## config.mk

```make
export PLATFORM = sky130hd
export DESIGN_NAME = store_buffer
export DESIGN_NICKNAME = d
export VERILOG_FILES = /design/src/rtl/store_buffer.sv
export SDC_FILE = /design/constraint.sdc
export NUM_CORES = 1
export LEC_CHECK = 0
export BUFFER_PORTS_ARGS = -buffer_cell sky130_fd_sc_hd__buf_2
export CAP_MARGIN = 20
export CORE_UTILIZATION = 54
export DETAILED_ROUTE_END_ITERATION = 8
export PLACE_DENSITY = 0.77
export RECOVER_POWER = 100
export SYNTH_ARGS = -nofsm -noshare
export SYNTH_HDL_FRONTEND = slang
export SYNTH_SLANG_ARGS = --single-unit
```

## constraint.sdc

```tcl
create_clock -name clk -period 4.43 [get_ports clk]
set_input_delay 0.2215 -clock clk [delete_from_list [all_inputs] [get_ports clk]]
set_output_delay 0.2215 -clock clk [all_outputs]
set_load 0.02 [all_outputs]
```

## src/rtl/store_buffer.sv

```systemverilog
// Processor store buffer: a circular FIFO of pending stores that drains to data memory in order
// and forwards the newest matching pending store to a load probe.
module store_buffer #(
  parameter int unsigned DEPTH = 4,
  parameter int unsigned AW    = 32,
  parameter int unsigned DW    = 32
) (
  input  logic                     clk,
  input  logic                     reset,
  input  logic                     memwrite,
  input  logic [AW-1:0]            dataadr,
  input  logic [DW-1:0]            writedata,
  output logic                     stall,
  output logic                     mem_valid,
  output logic [AW-1:0]            mem_addr,
  output logic [DW-1:0]            mem_wdata,
  input  logic                     mem_ready,
  input  logic [AW-1:0]            raddr,
  output logic                     rd_hit,
  output logic [DW-1:0]            rd_data,
  output logic [$clog2(DEPTH):0]   count,
  output logic                     err_align
);

  localparam int unsigned PW = $clog2(DEPTH);
  localparam int unsigned CW = PW + 1;

  logic [AW-1:0]    addr_q [DEPTH];
  logic [DW-1:0]    data_q [DEPTH];
  logic [DEPTH-1:0] valid_q, valid_d;
  logic [PW-1:0]    wr_ptr_q, wr_ptr_d;
  logic [PW-1:0]    rd_ptr_q, rd_ptr_d;
  logic [CW-1:0]    count_q, count_d;
  logic             err_q, err_d;
  logic             aligned, full, accept, deq;
  logic [PW-1:0]    idx;

  assign aligned = (dataadr[1:0] == 2'b00);
  assign full    = (count_q == CW'(DEPTH));
  // A freed slot from a same-cycle dequeue is not reused until the next cycle.
  assign accept  = memwrite & aligned & ~full;
  assign deq     = (count_q != '0) & mem_ready;

  always_comb begin
    wr_ptr_d = wr_ptr_q;
    rd_ptr_d = rd_ptr_q;
    valid_d  = valid_q;
    if (accept) begin
      wr_ptr_d          = wr_ptr_q + PW'(1);
      valid_d[wr_ptr_q] = 1'b1;
    end
    if (deq) begin
      rd_ptr_d          = rd_ptr_q + PW'(1);
      valid_d[rd_ptr_q] = 1'b0;
    end
    count_d = count_q + CW'(accept) - CW'(deq);
    err_d   = err_q | (memwrite & ~aligned);
  end

  always_ff @(posedge clk or negedge reset) begin
    if (!reset) begin
      wr_ptr_q <= '0;
      rd_ptr_q <= '0;
      count_q  <= '0;
      valid_q  <= '0;
      err_q    <= 1'b0;
    end else begin
      wr_ptr_q <= wr_ptr_d;
      rd_ptr_q <= rd_ptr_d;
      count_q  <= count_d;
      valid_q  <= valid_d;
      err_q    <= err_d;
    end
  end

  // Payload storage needs no reset: every read is qualified by valid or count.
  always_ff @(posedge clk) begin
    if (accept) begin
      addr_q[wr_ptr_q] <= dataadr;
      data_q[wr_ptr_q] <= writedata;
    end
  end

  always_comb begin
    stall     = memwrite & aligned & full;
    mem_valid = (count_q != '0);
    mem_addr  = mem_valid ? addr_q[rd_ptr_q] : '0;
    mem_wdata = mem_valid ? data_q[rd_ptr_q] : '0;
    count     = count_q;
    err_align = err_q;
  end

  // Walk oldest to newest so the last match wins, giving the newest matching store.
  always_comb begin
    rd_hit  = 1'b0;
    rd_data = '0;
    idx     = '0;
    for (int i = 0; i < DEPTH; i++) begin
      idx = rd_ptr_q + PW'(i);
      if (valid_q[idx] && (addr_q[idx][AW-1:2] == raddr[AW-1:2])) begin
        rd_hit  = 1'b1;
        rd_data = data_q[idx];
      end
    end
  end

endmodule

```

# Yosys cells after proc, flatten, opt, wreduce, memory -nomap -nowiden
# Memories as Yosys holds them, arrays and structs flattened.
# Index checks and enable logic that the tools add are counted.
dict set report word_totals {
  rom_bits 0
  regBits 12
  ram_bits 256
  latch_bits 0
  out_inout_bits 103
  inputBits 100
  word_cells 70
  n_memories 2
}
dict set report classes {
  magnitude_cmp 7
  n_div 0
  n_shift 0
  reduce_logical 8
  eq_ne 5
  addsub 6
  bitwise_logic 11
  mul 0
  n_mux 26
}
# name words width rd rd_clocked_by_memory_dff write_ports line_no
set memory_table {}
lappend memory_table {addr_q 4 32 4 0 1 28} ;# logic [AW-1:0] addr_q [DEPTH];
lappend memory_table {data_q 4 32 4 0 1 29} ;# logic [DW-1:0] data_q [DEPTH];
# operator count
set op_table {}
lappend op_table {{two-way mux 32 bit} 6}
lappend op_table {{== test 30 bit} 4}
lappend op_table {{less-than comparator 2 x 3 -> 1 bit, second input constant} 5}
lappend op_table {{two-way mux 1 bit} 12}
lappend op_table {{binary-select mux 1 bit (select 2 bit)} 4}
lappend op_table {{two-way mux 4 bit} 2}
lappend op_table {{logical AND 1 bit} 6}
lappend op_table {{bitwise AND 1 bit} 5}
lappend op_table {{adder 2 x 1 -> 2 bit, second input constant} 2}
lappend op_table {{adder 2 bit, second input constant} 2}
lappend op_table {{bitwise AND 4 bit} 1}
lappend op_table {{demux 1 bit (select 2 bit)} 2}
lappend op_table {{greater-or-equal comparator 2 x 1 -> 1 bit, second input constant} 2}
lappend op_table {{inverter 4 bit} 1}
lappend op_table {{bitwise OR 4 bit} 1}
lappend op_table {{adder 3 x 1 -> 3 bit} 1}
lappend op_table {{== test 3 bit, second input constant} 1}
lappend op_table {{nonzero test 3 bit} 1}
lappend op_table {{subtractor 3 x 1 -> 3 bit} 1}
lappend op_table {{zero test 2 bit} 1}
lappend op_table {{inverter 1 bit} 2}
lappend op_table {{bitwise OR 1 bit} 1}

# Longest topological paths before layout
dict set report logic_depth {
  word_depth 8
  ltp_mapped 22
  depth_no_buf 11
}

# Worst setup path after synthesis
# Ideal clock, no wire load.
dict set report synth_timing {
  path_kind {reg-to-output}
  startpoint {register rd_ptr_q[0]}
  endpoint {output port rd_data[0]}
  required_ns 4.208
  arrival_ns 4.678
  stages_incl_launch_ff 23
  slack_ns -0.470
  path_cell_list {dfrtp_1 > buf_4 > buf_6 > inv_4 > buf_4 > buf_6 > clkbuf_1 > buf_1 > ha_1 > buf_6 > buf_8 > buf_6 > mux2i_1 > o22ai_1 > a221oi_1 > nand4_1 > or4_1 > buf_2 > or2_1 > buf_6 > buf_6 > a221oi_2 > o22a_1}
}
# item line_no
set synth_lines {}
lappend synth_lines {{from (decl)} 32} ;# logic [PW-1:0] rd_ptr_q, rd_ptr_d;
lappend synth_lines {{from (signal assigned)} 69} ;# rd_ptr_q <= rd_ptr_d;
lappend synth_lines {{adder 2 bit *} 99} ;# idx = rd_ptr_q + PW'(i);
lappend synth_lines {{net idx[0]} 36} ;# logic [PW-1:0] idx;
lappend synth_lines {{memory read (4 x 32 bit) / binary-select mux 1 bit (select 2 bit) (equally long branches)} --}
lappend synth_lines {{== test 30 bit / two-way mux 1 bit (equally long branches)} 100} ;# if (valid_q[idx] && (addr_q[idx][AW-1:2] == raddr[AW-1:2])) begin
lappend synth_lines {{logical AND 1 bit} 100}
lappend synth_lines {{two-way mux 32 bit *} 100}
lappend synth_lines {{to (decl)} 20} ;# output logic [DW-1:0] rd_data,
# Mark *: on every way through the listed nets, which the timed path passes. The rest lies on a longest branch. The select of a mux whose other input is x is not followed.

# Final worst setup path
dict set report layout_timing {
  startpoint {register rd_ptr_q[0]}
  endpoint {output port rd_data[26]}
}
dict set report layout_between {
  elab_chain_cells 7
}
# item line_no
set layout_rtl {}
lappend layout_rtl {{adder 2 x 1 -> 2 bit (tied with other cells)} 99}
lappend layout_rtl {{memory read (4 x 32 bit) (tied with other cells)} --}
lappend layout_rtl {{== test 30 bit (tied with other cells)} 100}
lappend layout_rtl {{logical AND 1 bit / two-way mux 32 bit (equally long branches)} 100}
lappend layout_rtl {{two-way mux 32 bit (2 in series)} 100}
lappend layout_rtl {{two-way mux 32 bit *} 100}
# Mark *: on every way between the ends. The rest lies on a longest branch, timed or not. The select of a mux whose other input is x is not followed.

==> results_dict.tcl <==
set metrics [dict create \
    dp.cells 1895 \
    antenna_found_initial 4 \
    dp_slack_ns 0.0990 \
    wl_met2_um 25900 \
    slew_violations 74 \
    yosys.area.top_type "edfxtp_1" \
    layout-drive-gt1-share 0.355 \
    grt_max_degree 66 \
    finalInstanceArea_um2 22600 \
    syn-instance-count 1322 \
    power.switching_mw 5.84 \
    wl_per_cell_um 27.1 \
    grt_pass1_vias 13900 \
    grt_pass1_wl_um 81700 \
    cp_slowest_cell "or4_4" \
    pwr-share-comb 0.613 \
    cts_htree_levels 1 \
    ys_seq_area_frac 0.430 \
    place_area_um2 20200 \
    gr-total-overflow 0 \
    worstPathRequired_ns 4.21 \
    cts_max_path_buffers 3 \
    cp-end-kind "output pin" \
    pwr-share-seq 0.214 \
    clkPwrFrac 0.173 \
    cp_top_family "simple AND/OR/NAND/NOR gates" \
    status "complete, but fails checks" \
    pin_count 203 \
    ant_nets 0 \
    nets 1682 \
    fp.dieH_um 188 \
    violations "max-capacitance violations, max-slew violations, negative setup slack" \
    fin_ws_ns -0.141 \
    crit_buf_inv 5 \
    max_cap_violations 2 \
    place_hpwl_um 35300 \
    drt-vias-per-instance 6.81 \
    first_pass_iters 6 \
    whs_ns 0.284 \
    die-area_um2 35200 \
    stdcell_count 2045 \
    worst_pin_slew_ns 2.59 \
    grt_setup_unrepaired "true" \
    cts_root_buf "clkbuf_16" \
    coreArea_um2 33700 \
    crit_end "rd_data[26]" \
    crit_top_cell "buf_12" \
    netlist_area_um2 18600 \
    p_int_mw 8.81 \
    vias 13900 \
    rows 67 \
    syn_avg_cell_area_um2 14.1 \
    arrival_ns 4.35 \
    timing.fmax_mhz 219 \
    rrSetupSlack_ns 0.33 \
    critical_path_class "reg -> out" \
    track_usage 0.306 \
    powerDensity_nw_per_um2 648 \
    finalCritPeriodShare 1.03 \
    synth-edff-count 256 \
    timing.final.hold_violations 0 \
    synth.distinct_cells 56 \
    reg2reg_depth 4 \
    wl_met3_um 5860 \
    routed.top_layer "met5" \
    drt_iter0_drc 1647 \
    cp_max_fo 8 \
    r2r_end "addr_q[2][27]" \
    clkTransAtPathRegs_ns 0.06 \
    yosysWarnings 0 \
    hp-class "in -> async" \
    syn_nets 1433 \
    cts_tree "built" \
    ys_seq_elements 268 \
    cp_slowest_stage_delay_ns 0.61 \
    startpoint_type "flop" \
    async_flop_share 0.0448 \
    synth_top_area_frac 0.414 \
    wl_um 55300 \
    yosys-top-cells-area "edfxtp_1, mux4_2, mux2i_1, xnor2_1, a221oi_2" \
    power_leakage_nw 7.90 \
    setup_viol 32 \
    place.gp.congestion 0.934 \
    syn2layout_area_growth_pct 21.6 \
    fill_cells 2412 \
    finalPower_mw 14.7 \
    timing.rr.start "count[1]" \
    port_buffers 200 \
    crit_cells 14 \
    period_minus_slack_ns 4.57 \
    drc_errors 0 \
    relSlewSlack -0.724 \
    cp_cell_sequence "inv_6 > ha_4 > buf_12 > buf_4 > mux2i_1 > xnor2_1 > nor2_1 > a31oi_1 > or4_4 > or2_4 > buf_12 > a221oi_2 > o22a_2 > buf_6" \
    wl_met1_um 21200 \
    clk-insertion-delay-late_ns 0.58 \
    clock_skew_ns 0.0167 \
    swShare 0.398 \
    initial_core_util 0.552 \
    cts_buffers 29 \
    cts_sinks 268 \
    cp-startpoint "rd_ptr_q[0]" \
    die_w_um 188 \
    ir_drop_uv 537 \
    synth_ff_type "edfxtp_1" \
]
==> timing repair <==
| action | 4_1_cts | 5_1_grt |
|---|---|---|
| gates resized for setup | 99 | 15 |
| endpoints found under the hold margin | 269 | 0 |
| gates cloned | 5 | 5 |
| hold buffers | 66 | 0 |
| pin swaps | 14 | 13 |
| buffers inserted | 14 | 3 |
| setup endpoints to repair | 33 | 33 |
==> through the flow <==
stage,TNS (ns),utilization
floorplan,0,-
CTS,-3.26,0.666
global placement,0,0.599
detailed placement,0,0.599
finish,-3.48,0.671
global route,-7.11,0.671
==> routing by layer <==
metal | global-route usage | up-vias
met5 | 0 | -
met2 | 0.479 | 941
met4 | 0.129 | 2
li1 | - | 5882
met3 | 0.0590 | 168
met1 | 0.420 | 6940
==> cells in the final DEF, fill, tap and decap left out, drive strengths merged, types with 3 or more instances in the layout <==
master,n
nand3,36
o211ai,4
buf,202
nand4,20
inv,53
nor3,9
xor2,32
a2bb2oi,6
clkbuf,115
mux2i,112
clkinv,7
edfxtp,256
diode,3
xnor2,65
bufinv,4
nand2,45
o221ai,5
bufbuf,4
a22oi,4
ha,10
and3,7
mux2,18
nor2,38
a21oi,16
mux4,204
o21ai,76
dlygate4sd3,66
a2111o,3
o22a,34
and2,42
a221oi,40
o22ai,15
nor4,7
dfrtp,12
==> Yosys cell counts, types with 15 or more instances <==
cell,n
a221oi_2,29
mux2i_1,112
nand3_1,36
a21oi_1,16
clkbuf_1,56
mux4_2,201
buf_2,30
nand2_1,45
edfxtp_1,256
xnor2_1,65
xor2_1,32
o22a_1,34
mux2_2,18
buf_1,15
o21ai_0,76
o22ai_1,15
and2_1,42
nand4_1,20
inv_1,50
nor2_1,38
==> state kept, by name, summed over array words and instances (netlist names) <==
name       flops
addr_q       128
data_q       128
valid_q        4
count          3
rd_ptr_q       2
wr_ptr_q       2
err_align      1
==> power groups by stage <==
stage	Clock (mW)	Combinational, mW	Sequential [mW]
global placement	0	8.13	3.16
floorplan	0	6.51	3.14
CTS	2.56	8.72	3.13
detailed placement	0	8.26	3.18
global route	2.63	9.48	3.16
finish	2.53	8.98	3.14
==> cell type report <==
cell class                 instances  area (um^2)  share of cell area
antenna                            3         7.51            0.000332
sequential                       268         8000               0.354
timing repair buffer             347         2890               0.128
clock inverter                    14          203             0.00897
clock buffer                      40          797              0.0353
multi-input combinational        874         9950               0.440
inverter                          51          196             0.00869
tap                              448          561              0.0248
==> kinds of logic (layout without fill, tap and decap cells) <==
group,after synthesis,count (layout),synth area share
mux,334,334,0.319
simple gates,214,214,0.0584
compound gates,218,218,0.0922
other cells,0,3,0
fa+ha+maj,11,11,0.00781
xor+xnor,97,97,0.0457
buf+inv,180,452,0.0472
flops,268,268,0.430
==> how the worst min path moves through the flow <==
stage	end	cells past startpoint	startpoint
2_1_floorplan	count[0]	0	reset
3_3_place_gp	count[0]	1	reset
3_5_place_dp	count[0]	1	reset
4_1_cts	count[0]	2	reset
5_1_grt	rd_ptr_q[0]	3	mem_ready
6_report	count[2]	2	reset
No activity file was read; power rests on OpenSTA's default activity.
